### src/rtl/uart_rx_byte.sv
// uart_rx_byte: 8-bit asynchronous serial receiver with mid-bit sampling.
// The line is oversampled at clk_50M. Each bit is sampled once near its centre
// and bits arrive LSB first, after one start bit and before one stop bit.
// Optional feature: define UART_RX_PARITY_EN for 8E1 framing, which adds an
// even-parity bit and the parity_err pulse. Without it, framing is 8N1 and
// parity_err is tied low.
// Output handshake: rx_complete, frame_err and parity_err are valid-only
// strobes. Each is high for exactly one clk_50M cycle, and at most one of them
// fires per frame. There is no ready or backpressure. rx_msg is valid from the
// rx_complete cycle until the next good frame.
// state_dbg exposes the FSM encoding so that checkers can bind to it.
module uart_rx_byte #(
  parameter int CLKS_PER_BIT = 434
) (
  input  logic       clk_50M,
  input  logic       reset,
  input  logic       rx,
  output logic [7:0] rx_msg,
  output logic       rx_complete,
  output logic       frame_err,
  output logic       parity_err,
  output logic [2:0] state_dbg
);

  // Fixed encodings keep state_dbg stable whether or not parity is built in.
  typedef enum logic [2:0] {
    IDLE   = 3'd0,
    START  = 3'd1,
    DATA   = 3'd2,
`ifdef UART_RX_PARITY_EN
    PARITY = 3'd3,
`endif
    STOP   = 3'd4,
    BREAK  = 3'd5
  } state_t;

  // Timer end-counts.
  // HALF_END lands in the middle of the start bit.
  // BIT_END then steps one full bit at a time, which lands on each later bit's centre.
  localparam logic [15:0] HALF_END = 16'(CLKS_PER_BIT / 2 - 1);
  localparam logic [15:0] BIT_END  = 16'(CLKS_PER_BIT - 1);

  state_t      state;
  logic [15:0] timer;
  logic [2:0]  bit_cnt;
  logic [7:0]  shift_reg;
  logic        rx_meta;
  logic        rx_s;
`ifdef UART_RX_PARITY_EN
  logic        par_mismatch;
`endif

  assign state_dbg = state;

`ifndef UART_RX_PARITY_EN
  assign parity_err = 1'b0;
`endif

  // Two-flop synchronizer.
  // The flops reset to the idle-high line level, so releasing reset on an
  // idle line never looks like a start edge.
  always_ff @(posedge clk_50M or posedge reset) begin
    if (reset) begin
      rx_meta <= 1'b1;
      rx_s    <= 1'b1;
    end else begin
      rx_meta <= rx;
      rx_s    <= rx_meta;
    end
  end

  // Frame FSM: bit timing, shifting, and the registered result strobes.
  always_ff @(posedge clk_50M or posedge reset) begin
    if (reset) begin
      state        <= IDLE;
      timer        <= '0;
      bit_cnt      <= '0;
      shift_reg    <= '0;
      rx_msg       <= '0;
      rx_complete  <= 1'b0;
      frame_err    <= 1'b0;
`ifdef UART_RX_PARITY_EN
      par_mismatch <= 1'b0;
      parity_err   <= 1'b0;
`endif
    end else begin
      // Strobes default low, so each one lasts a single cycle.
      rx_complete <= 1'b0;
      frame_err   <= 1'b0;
`ifdef UART_RX_PARITY_EN
      parity_err  <= 1'b0;
`endif
      case (state)
        IDLE: begin
          timer <= '0;
          if (!rx_s) begin
            state <= START;
          end
        end

        START: begin
          if (timer == HALF_END) begin
            timer <= '0;
            if (!rx_s) begin
              state   <= DATA;
              bit_cnt <= '0;
`ifdef UART_RX_PARITY_EN
              par_mismatch <= 1'b0;
`endif
            end else begin
              // The line went high again before mid start bit.
              // Treat it as a glitch and drop it without any pulse.
              state <= IDLE;
            end
          end else begin
            timer <= timer + 16'd1;
          end
        end

        DATA: begin
          if (timer == BIT_END) begin
            timer     <= '0;
            // Shift in from the top; after eight bits the first arrival sits in bit 0.
            shift_reg <= {rx_s, shift_reg[7:1]};
            if (bit_cnt == 3'd7) begin
`ifdef UART_RX_PARITY_EN
              state <= PARITY;
`else
              state <= STOP;
`endif
            end else begin
              bit_cnt <= bit_cnt + 3'd1;
            end
          end else begin
            timer <= timer + 16'd1;
          end
        end

`ifdef UART_RX_PARITY_EN
        PARITY: begin
          if (timer == BIT_END) begin
            timer        <= '0;
            // Even parity: the parity bit should equal the XOR of the data bits.
            par_mismatch <= rx_s ^ (^shift_reg);
            state        <= STOP;
          end else begin
            timer <= timer + 16'd1;
          end
        end
`endif

        STOP: begin
          if (timer == BIT_END) begin
            timer <= '0;
            if (rx_s) begin
              state <= IDLE;
`ifdef UART_RX_PARITY_EN
              if (par_mismatch) begin
                parity_err <= 1'b1;
              end else begin
                rx_msg      <= shift_reg;
                rx_complete <= 1'b1;
              end
`else
              rx_msg      <= shift_reg;
              rx_complete <= 1'b1;
`endif
            end else begin
              frame_err <= 1'b1;
              state     <= BREAK;
            end
          end else begin
            timer <= timer + 16'd1;
          end
        end

        BREAK: begin
          // Wait out a held-low line.
          // frame_err was already pulsed once on entry, so nothing fires here.
          timer <= '0;
          if (rx_s) begin
            state <= IDLE;
          end
        end

        default: begin
          state <= IDLE;
          timer <= '0;
        end
      endcase
    end
  end

endmodule

### config.mk
export PLATFORM = sky130hd
export DESIGN_NAME = uart_rx_byte
export DESIGN_NICKNAME = d
export VERILOG_FILES = /design/src/rtl/uart_rx_byte.sv
export SDC_FILE = /design/constraint.sdc
export NUM_CORES = 1
export LEC_CHECK = 0
export ABC_AREA = 1
export BUFFER_PORTS_ARGS = -buffer_cell sky130_fd_sc_hd__buf_2
export CAP_MARGIN = 20
export CORE_MARGIN = 3
export CORE_UTILIZATION = 60
export DETAILED_ROUTE_END_ITERATION = 12
export PLACE_DENSITY = 0.88
export SKIP_LAST_GASP = 1
export SLEW_MARGIN = 20
export SYNTH_ARGS = -nofsm -noshare
export SYNTH_HDL_FRONTEND = slang
export SYNTH_SLANG_ARGS = --single-unit
### constraint.sdc
create_clock -name clk_50M -period 2.7 [get_ports clk_50M]
set_input_delay 0.27 -clock clk_50M [delete_from_list [all_inputs] [get_ports clk_50M]]
set_output_delay 0.27 -clock clk_50M [all_outputs]
set_load 0.01 [all_outputs]
After elaboration in Yosys (flattened, before gate mapping)
Index checks and enable logic that the tools add are counted.
Operators by class
  reduce and logical (&&, ||, !) cells: 7
  $add $sub $neg: 2
  eq/ne operators: 15
  mux-type cells: 23
Operators by type and width (number)
  $mux 3: 11
  $mux 16: 2
  $pmux 16 s2: 1
  $add 16x1->16 const B: 1
  $eq 16x8->1 const B: 1
  $eq 16x9->1 const B: 1
  $ne 2x2->1 const B: 8
  $pmux 3 s5: 1
  $eq 3x3->1 const B: 3
  $mux 1: 6
  $pmux 3 s2: 1
  $reduce_and 6->1: 1
  $reduce_and 5->1: 1
  $add 3x1->3 const B: 1
  $eq 3x1->1 const B: 1
  $eq 3x2->1 const B: 1
  $logic_not 3->1: 1
  $reduce_and 3->1: 1
  $mux 2: 1
  $reduce_and 2->1: 1
  $reduce_bool 2->1: 1
  $reduce_or 2->1: 1
Word-level totals
  register bits after elaboration: 42
  logic and storage cells: 56
  output and inout bits: 14
  input bits: 3

Longest topological paths before layout
Gate-level depths: netlist (run 1).
  depth in word-level cells: 4
  depth in mapped cells: 9
  mapped depth without buffers: 9

Worst setup path after synthesis (run 1)
OpenSTA, ideal clock, no wires.
  path kind: register -> register
  start point: reg state[0], in the netlist state_dbg[0]
  end point: reg rx_msg[1]
  cell stages (with the launch flop): 8
  data required time: 2582 ps
  library setup time: 118 ps
  buffers on the path: 1
  clock period less this slack: 1385 ps
  data arrival time: 1268 ps
  slack: 1315 ps
  path through: dfrtp_1 > nor2_1 > inv_1 > nor2_1 > nand4_2 > buf_6 > nand2_1 > o21ai_2
On the way
  cells in the longest elaborated chain, start to end: 2
Ends and longest elaborated chain
  from (decl): line 43  | state_t state;
  from (signal assigned): line 75  | state <= IDLE;
  from (signal assigned): line 97  | state <= START;
  from (signal assigned): line 105  | state <= DATA;
  $eq 3x3->1: line 93  | case (state)
  $reduce_and 3->1 (no line)
  to (signal assigned): line 165  | rx_msg <= shift_reg;
  to (decl): line 18  | output logic [7:0] rx_msg,
Every way passes these cells.
A chain may end at the register's enable or synchronous reset.

Worst setup path in the final report (run 1)
  start point: reg timer[10]
  end point: reg rx_msg[1]
On the way
  cells in the longest elaborated chain, start to end: 2
Ends and longest elaborated chain
  from (decl): line 44  | logic [15:0] timer;
  from (signal assigned): line 116  | timer <= timer + 16'd1;
  from (signal assigned): line 135  | timer <= timer + 16'd1;
  from (signal assigned): line 173  | timer <= timer + 16'd1;
  $eq 16x9->1: line 153  | if (timer == BIT_END) begin
  $reduce_and 3->1 (no line)
Every way passes these cells.

==> metrics.md, run 1 <==
| Metric | Value |
|---|---|
| Clock sinks | 42 |
| Worst setup SP type | register |
| Grt total ovfl | 0 |
| Clock skew | roughly 17 ps |
| Outcome | complete, no violations |
| Final wirelength | ~4000 um |
| Fillers | 263 |
| Reg power frac | 0.647 |
| Slowest stage delay, CP | between 400 and 500 ps |
| Routed vias/inst | 5.22 |
| Synthesized area per cell | roughly 8.4 um2 |
| Clk buf depth | 2 |
| Sequential share of the synthesized area | 0.489 |
| Yosys warns | 0 |
| Syn-to-layout area delta | 7.50% |
| Cell row count | 21 |
| Final Slew Violations | 0 |
| Clock-pin slew on the worst setup and hold paths | around 130 ps |
| Number of synthesized flops with an enable pin | 0 |
| Root Buffer | clkbuf_4 |
| Critical Path, Cell by Cell | nor2_1 > nand2_1 > nor2_2 > nand4_2 > nand2_1 > o21ai_2 |
| Biggest area consumer among synthesized cells | dfrtp_1 |
| WS Path Type | register to register |
| Max VDD drop | between 0.3 and 0.4 mV |
| Die W | 65.9 um |
| Worst path required time | ~2900 ps |
| Worst Path Arrival | between 1500 and 2000 ps |
| Vias | around 1,700 |
| Core Region | 3390 um2 |
| CP max FO | 16 |
| Crit. End Element | register |
| Switching share of power | 0.223 |
| Max reg flops | 16 |
| CTS Buf Count | 5 |
| FF/Latch Area | 1050 um2 |
| Ports | 17 |
| Worst-Skew Late Latency | about 350 ps |
| # hold bufs at CTS | 1 |
| HPWL after DPL | between 2000 and 3000 um |
| Setup ws final | 970 ps |
| Residual DRC | 0 |
| CTS tree | built |
| Crit path top cell by count | nand2_1 |
| Min Hold Slack | about 13 ps |
| Clock power frac | 0.335 |
| First-pass GRT wire length | 6890 um |
| Layout cells sized above 1 | 0.171 |
| R2R setup slack | a little under 1000 ps |
| Initial Utilization | 0.635 |
| Initial antenna violation count | 0 |
| HP Class | input pin to async pin |
| Final Hold Fails | 0 |
| Switching Power | 0.000218 W |
| Post-synthesis cell type count | 24 |
| Post-synth ARST share | 1.00 |
| Post-layout net count | between 200 and 300 |
| PwrDens | about 420 nW/um2 |
| Setup WS pre-CTS | just under 1000 ps |
| Comb power frac | 0.018 |
| Antenna cells | 0 |
| Static Leak | approximately 1.1 nW |
| Syn nets | 263 |
| Flops & latches, synth | 42 |
| Setup Fix Bufs, Post-CTS | 0 |
| Gpl congestion | approximately 0.89 |
| Worst slew margin | 0.665 |
| Worst-margin pin slew | approximately 500 ps |
| CTS H-tree depth | 2 |
| Antenna violation net count after detailed routing | 0 |
| Synth top area cells | dfrtp_1, nand2_1, nor2_1 |
| Initial DRC Count | ~130 |
| Highest achievable clock rate | slightly below 0.6 GHz |
| Fin cells | approximately 320 |
| Largest net degree at the start of global routing | 43 |
| Placed cells | between 300 and 400 |
| Primary FF master, synth | dfrtp_1 |
| Setup_tns | 0 ps |
| Max_cap viols | 0 |
| Internal power of the cells | between 0.0007 and 0.0008 W |
| Tot GR Track Use | 0.206 |
| Yosys top cell area share | 0.465 |
| Synth Instances | ~260 |
| Height of the die | approximately 66 um |
| Period utilization | 0.641 |
| Crit-path slowest cell | dfrtp_1 |
| Multi-input gate area | around 940 um2 |
| Tmin final | 1730 ps |
| WL/cell | between 10 and 15 um |
| Synth Cell Area | between 2000 and 2500 um2 |
| RSZ-0062 raised after global routing | false |
| Gates resized, CTS repair | 0 |
| Vias in the first global route | around 1,600 |
| I/O Buffers | 15 |
| Setup violators final | 0 |
| Most common cell in the synthesized netlist | nand2_1 |
| Pre-antenna DRT Iters | 4 |
| Top cells by count, synth | nand2_1, dfrtp_1, nor2_1 |
| Die Outline Area | around 4300 um2 |
==> worst paths after layout <==
| path | startpoint | to | cells after the start |
|---|---|---|---|
| worst max-delay path | timer[10] | rx_msg[1] | 6 |
| worst min-delay path | reset | rx_msg[2] | 3 |
| worst max register to register | timer[10] | rx_msg[1] | 6 |
| worst min register to register | rx_meta | rx_s | 0 |
| max in group asynchronous | reset | rx_s | 3 |
| min in group clk_50M | rx_meta | rx_s | 0 |
==> worst max-delay path, delay by kind of cell (launching register included) <==
family / cells / cell delay (ps)
AOI/OAI and AO/OA: 1 / 70
DFF: 1 / 440
and+or+nand+nor: 5 / 1100
==> through the flow <==
step | cell area, um2 | utilization | power, W
after floorplan | 2150 | - | 0.000658
after global placement | 2240 | 0.661 | 0.000663
after detailed placement | 2240 | 0.661 | 0.000663
after CTS | 2310 | 0.683 | 0.000991
after global routing | 2310 | 0.683 | 0.00102
final | 2310 | 0.683 | 0.000979
==> logic make-up after synthesis <==
family                     count (synthesis)  synth area share
and+or+nand+nor                          126             0.258
DFF                                       42             0.489
buffers and inverters                     34            0.0750
xor gates and xnor gates                  13            0.0529
adders and majority gates                  5            0.0291
other                                      1           0.00174
AOI/OAI and AO/OA                         34            0.0941
==> routing by layer <==
layer / up-vias / GRT usage / part of all wire
met5: - / 0 / 0
met4: 0 / 0.0855 / 0.016
met3: 9 / 0.0476 / 0.039
met2: 32 / 0.339 / 0.48
met1: 787 / 0.261 / 0.47
li1: 849 / - / -
==> cell usage in the layout (no fill, tap or decap) <==
cell type	instances
a21boi_0	1
a21oi_1	15
buf_2	15
buf_4	1
clkbuf_4	5
clkbuf_8	1
clkinv_2	1
clkinvlp_4	1
conb_1	1
dfrtp_1	40
dfstp_2	2
dlygate4sd3_1	1
ha_1	5
inv_1	27
inv_2	2
nand2_1	62
nand2_2	6
nand3_1	14
nand4_1	7
nand4_2	1
nor2_1	29
nor2_2	2
nor2_4	2
nor3_1	3
o21ai_0	9
o21ai_1	1
o21ai_2	8
xnor2_1	6
xor2_1	7
==> final cells by class <==
class,count,share of cell area
clock inverter,2,0.00541
sequential,42,0.455
inverter,29,0.0470
multi-input combinational,179,0.405
tap,46,0.0249
clock buffer,6,0.0222
timing repair buffer,17,0.0400
==> power by group through the flow <==
stage / clock, W / sequential, W / combinational, W
finish: 0.000327 / 0.000634 / 0.0000177
CTS: 0.000339 / 0.000634 / 0.0000187
global route: 0.000369 / 0.000634 / 0.0000208
global placement: 0 / 0.000645 / 0.0000174
detailed placement: 0 / 0.000646 / 0.0000176
floorplan: 0 / 0.000645 / 0.0000127
Power figures use the tool's default switching activity.
==> run 2, diff against run 1 <==
--- a/config.mk
+++ b/config.mk
@@ -9,9 +9,9 @@
 export BUFFER_PORTS_ARGS = -buffer_cell sky130_fd_sc_hd__buf_2
 export CAP_MARGIN = 20
 export CORE_MARGIN = 3
-export CORE_UTILIZATION = 60
+export CORE_UTILIZATION = 53
 export DETAILED_ROUTE_END_ITERATION = 12
-export PLACE_DENSITY = 0.88
+export PLACE_DENSITY = 0.83
 export SKIP_LAST_GASP = 1
 export SLEW_MARGIN = 20
 export SYNTH_ARGS = -nofsm -noshare
==> constraint.sdc (replaced) <==
create_clock -name clk_50M -period 1.53 [get_ports clk_50M]
set_input_delay 0.153 -clock clk_50M [delete_from_list [all_inputs] [get_ports clk_50M]]
set_output_delay 0.153 -clock clk_50M [all_outputs]
set_load 0.01 [all_outputs]
==> run 2 against run 1 <==
  * Worst hold slack gained 350 ps
  * Cell count grew 8.1%
  * Non-clock buffer count grew 24
  * Highest routed layer unchanged
==> metrics.md, run 2 (synthesized netlist as in run 1, its figures left out) <==
| Metric | Value |
|---|---|
| Residual DRC | 0 (unchanged) |
| Final Slew Violations | 0 (unchanged) |
| Max_cap viols | 0 (unchanged) |
| Initial DRC Count | 149 (was 127) |
| Core Region | 3800 um2 (was 3390 um2) |
| Commonest non-fill, non-tap cell in the layout | nand2_1 (unchanged) |
| Setup_tns | 0 ps (unchanged) |
| Max reg flops | 16 (unchanged) |
| First-pass GRT wire length | 7330 um (was 6890 um) |
| Tot GR Track Use | 0.189 (was 0.206) |
| Largest net degree at the start of global routing | 43 (unchanged) |
| Vias | 1,770 (was 1,677) |
| CTS H-tree depth | 2 (unchanged) |
| Post-layout power | 0.00187 W (was 0.000979 W) |
| Clock-pin slew on the worst setup and hold paths | 80 ps (was 130 ps) |
| Syn-to-layout area delta | 19.9% (was 7.50%) |
| Max VDD drop | 0.582 mV (was 0.323 mV) |
| Switching Power | 0.000422 W (was 0.000218 W) |
| HP Class | register to register (was input pin to async pin) |
| Switching share of power | 0.226 (was 0.223) |
| CP max FO | 6 (was 16) |
| Fin cells | 347 (was 321) |
| Die W | 69.7 um (was 65.9 um) |
| HP Start | rx_meta |
| Clock skew | 8.76 ps (was 17.0 ps) |
| Setup violators final | 0 (unchanged) |
| Static Leak | 1.28 nW (was 1.13 nW) |
| Crit. End Element | register (unchanged) |
| Outcome | complete, no violations (unchanged) |
| Slowest stage delay, CP | 450 ps (was 440 ps) |
| Final Hold Fails | 0 (unchanged) |
| Crit path top cell by count | nand2_1 (unchanged) |
| Pre-antenna DRT Iters | 4 (unchanged) |
| Clk buf depth | 2 (unchanged) |
| Clock sinks | 42 (unchanged) |
| Reg2reg start | state_dbg[2] (was timer[10]) |
| Grt total ovfl | 0 (unchanged) |
| Post-layout net count | 306 (was 282) |
| Worst-Skew Late Latency | 300 ps (was 350 ps) |
| Antenna cells | 0 (unchanged) |
| Worst setup path startpoint | state_dbg[2] (was timer[10]) |
| Placed cells | 332 (was 312) |
| Die Outline Area | 4860 um2 (was 4340 um2) |
| Internal power of the cells | 0.00145 W (was 0.000761 W) |
| Initial antenna violation count | 0 (unchanged) |
| Root Buffer | clkbuf_8 (was clkbuf_4) |
| Most frequent cells in the layout | nand2_1, dfrtp_1, nor2_1, inv_1, buf_4 (was nand2_1, dfrtp_1, nor2_1, inv_1) |
| Comb power frac | 0.023 (was 0.018) |
| Antenna violation net count after detailed routing | 0 (unchanged) |
| CTS Buf Count | 5 (unchanged) |
| RSZ-0062 raised after global routing | true (was false) |
| WS Path Type | register to register (unchanged) |
| Min Hold Slack | 360 ps (was 13.1 ps) |
| Tmin final | 1450 ps (was 1730 ps) |
| I/O Buffers | 15 (unchanged) |
| Gpl congestion | 0.871 (was 0.891) |
| Worst path required time | 1720 ps (was 2940 ps) |
| Routed vias/inst | 5.10 (was 5.22) |
| WL/cell | 12.7 um (was 12.3 um) |
| Layout cells sized above 1 | 0.261 (was 0.171) |
| Worst setup SP type | register (unchanged) |
| Worst Path Arrival | 1640 ps (was 1970 ps) |
| Ports | 17 (unchanged) |
| HPWL after DPL | 2990 um (was 2960 um) |
| Critical Path, Cell by Cell | inv_2 > nand3_1 > buf_4 > o21ai_2 > nand3_2 > nand2_1 > nand2_1 (was nor2_1 > nand2_1 > nor2_2 > nand4_2 > nand2_1 > o21ai_2) |
| Period utilization | 0.945 (was 0.641) |
| Highest achievable clock rate | 0.692 GHz (was 0.578 GHz) |
| Final wirelength | 4400 um (was 3960 um) |
| Height of the die | 69.7 um (was 65.9 um) |
| Cell row count | 22 (was 21) |
| Vias in the first global route | 1,700 (was 1,604) |
| Initial Utilization | 0.567 (was 0.635) |
| Reg power frac | 0.596 (was 0.647) |
| Clock power frac | 0.381 (was 0.335) |
| PwrDens | 724 nW/um2 (was 423 nW/um2) |
| CTS tree | built (unchanged) |
| Crit-path slowest cell | dfrtp_2 (was dfrtp_1) |
-- run 2: cell types whose count changed in the layout (fill, tap and decap cells not counted), moves of 3 or more --
cell / change
buf_4: +21
clkbuf_4: -5
clkbuf_8: +4
dfrtp_1: -3
dfrtp_2: +3
-- run 2: path summary, 6_finish.rpt --
path / slack [ps] / endpoint / cells past startpoint
min: 360 / rx_s / 0
max in group asynchronous: 830 / rx_meta / 4
min in group asynchronous: 440 / rx_msg[1] / 4
min reg2reg: 360 / rx_s / 0
max: 80 / bit_cnt[1] / 7
max reg2reg: 80 / bit_cnt[1] / 7
-- run 2: layer usage --
layer  vias to the layer above  GRT usage  part of all wire
met5                         -          0                 0
met4                         0     0.0766             0.023
met3                         9     0.0478             0.051
met2                        53      0.294              0.46
met1                       812      0.252              0.46
li1                        896          -                 -
-- run 2: final cells by class --
type                    count  area [um2]
fillers                   285        1220
flip-flops and latches     42        1060
multi-input cells         179         965
repair buffers             41         300
inverters                  29         109
clock buffers               5        68.8
well taps                  48        60.1
clock inverters             3        21.3
-- run 2: power by group through the flow --
| stage | clock network [W] | registers (W) | logic [W] |
|---|---|---|---|
| finish | 0.000712 | 0.00111 | 0.0000429 |
| global route | 0.000778 | 0.00112 | 0.0000486 |
| CTS | 0.000733 | 0.00111 | 0.0000444 |
| detailed placement | 0 | 0.00114 | 0.0000404 |
| global placement | 0 | 0.00114 | 0.0000404 |
| floorplan | 0 | 0.00114 | 0.0000224 |
-- run 2: metrics by stage --
stage,area (um2),setup slack [ps],utilization
final,2580,84.9,0.680
after global routing,2580,-41.8,0.680
after detailed placement,2400,39.7,0.633
after global placement,2400,52.4,0.633
after floorplan,2150,145,-
after CTS,2520,4.24,0.664
-- run 2: timing repair --
action                     CTS  global route
hold endpoints to repair    41             0
pin swaps                    1             3
setup endpoints to repair    1            24
resized for setup            0            10
hold buffers                 2             0
setup buffers                1             4
-- run 2: critical path, delay by kind of cell (launching register included) --
family	cells	cell delay, ps
AND/OR/NAND/NOR	4	370
buffers and inverters	2	330
flip-flops	1	450
AO/OA/AOI/OAI	1	200
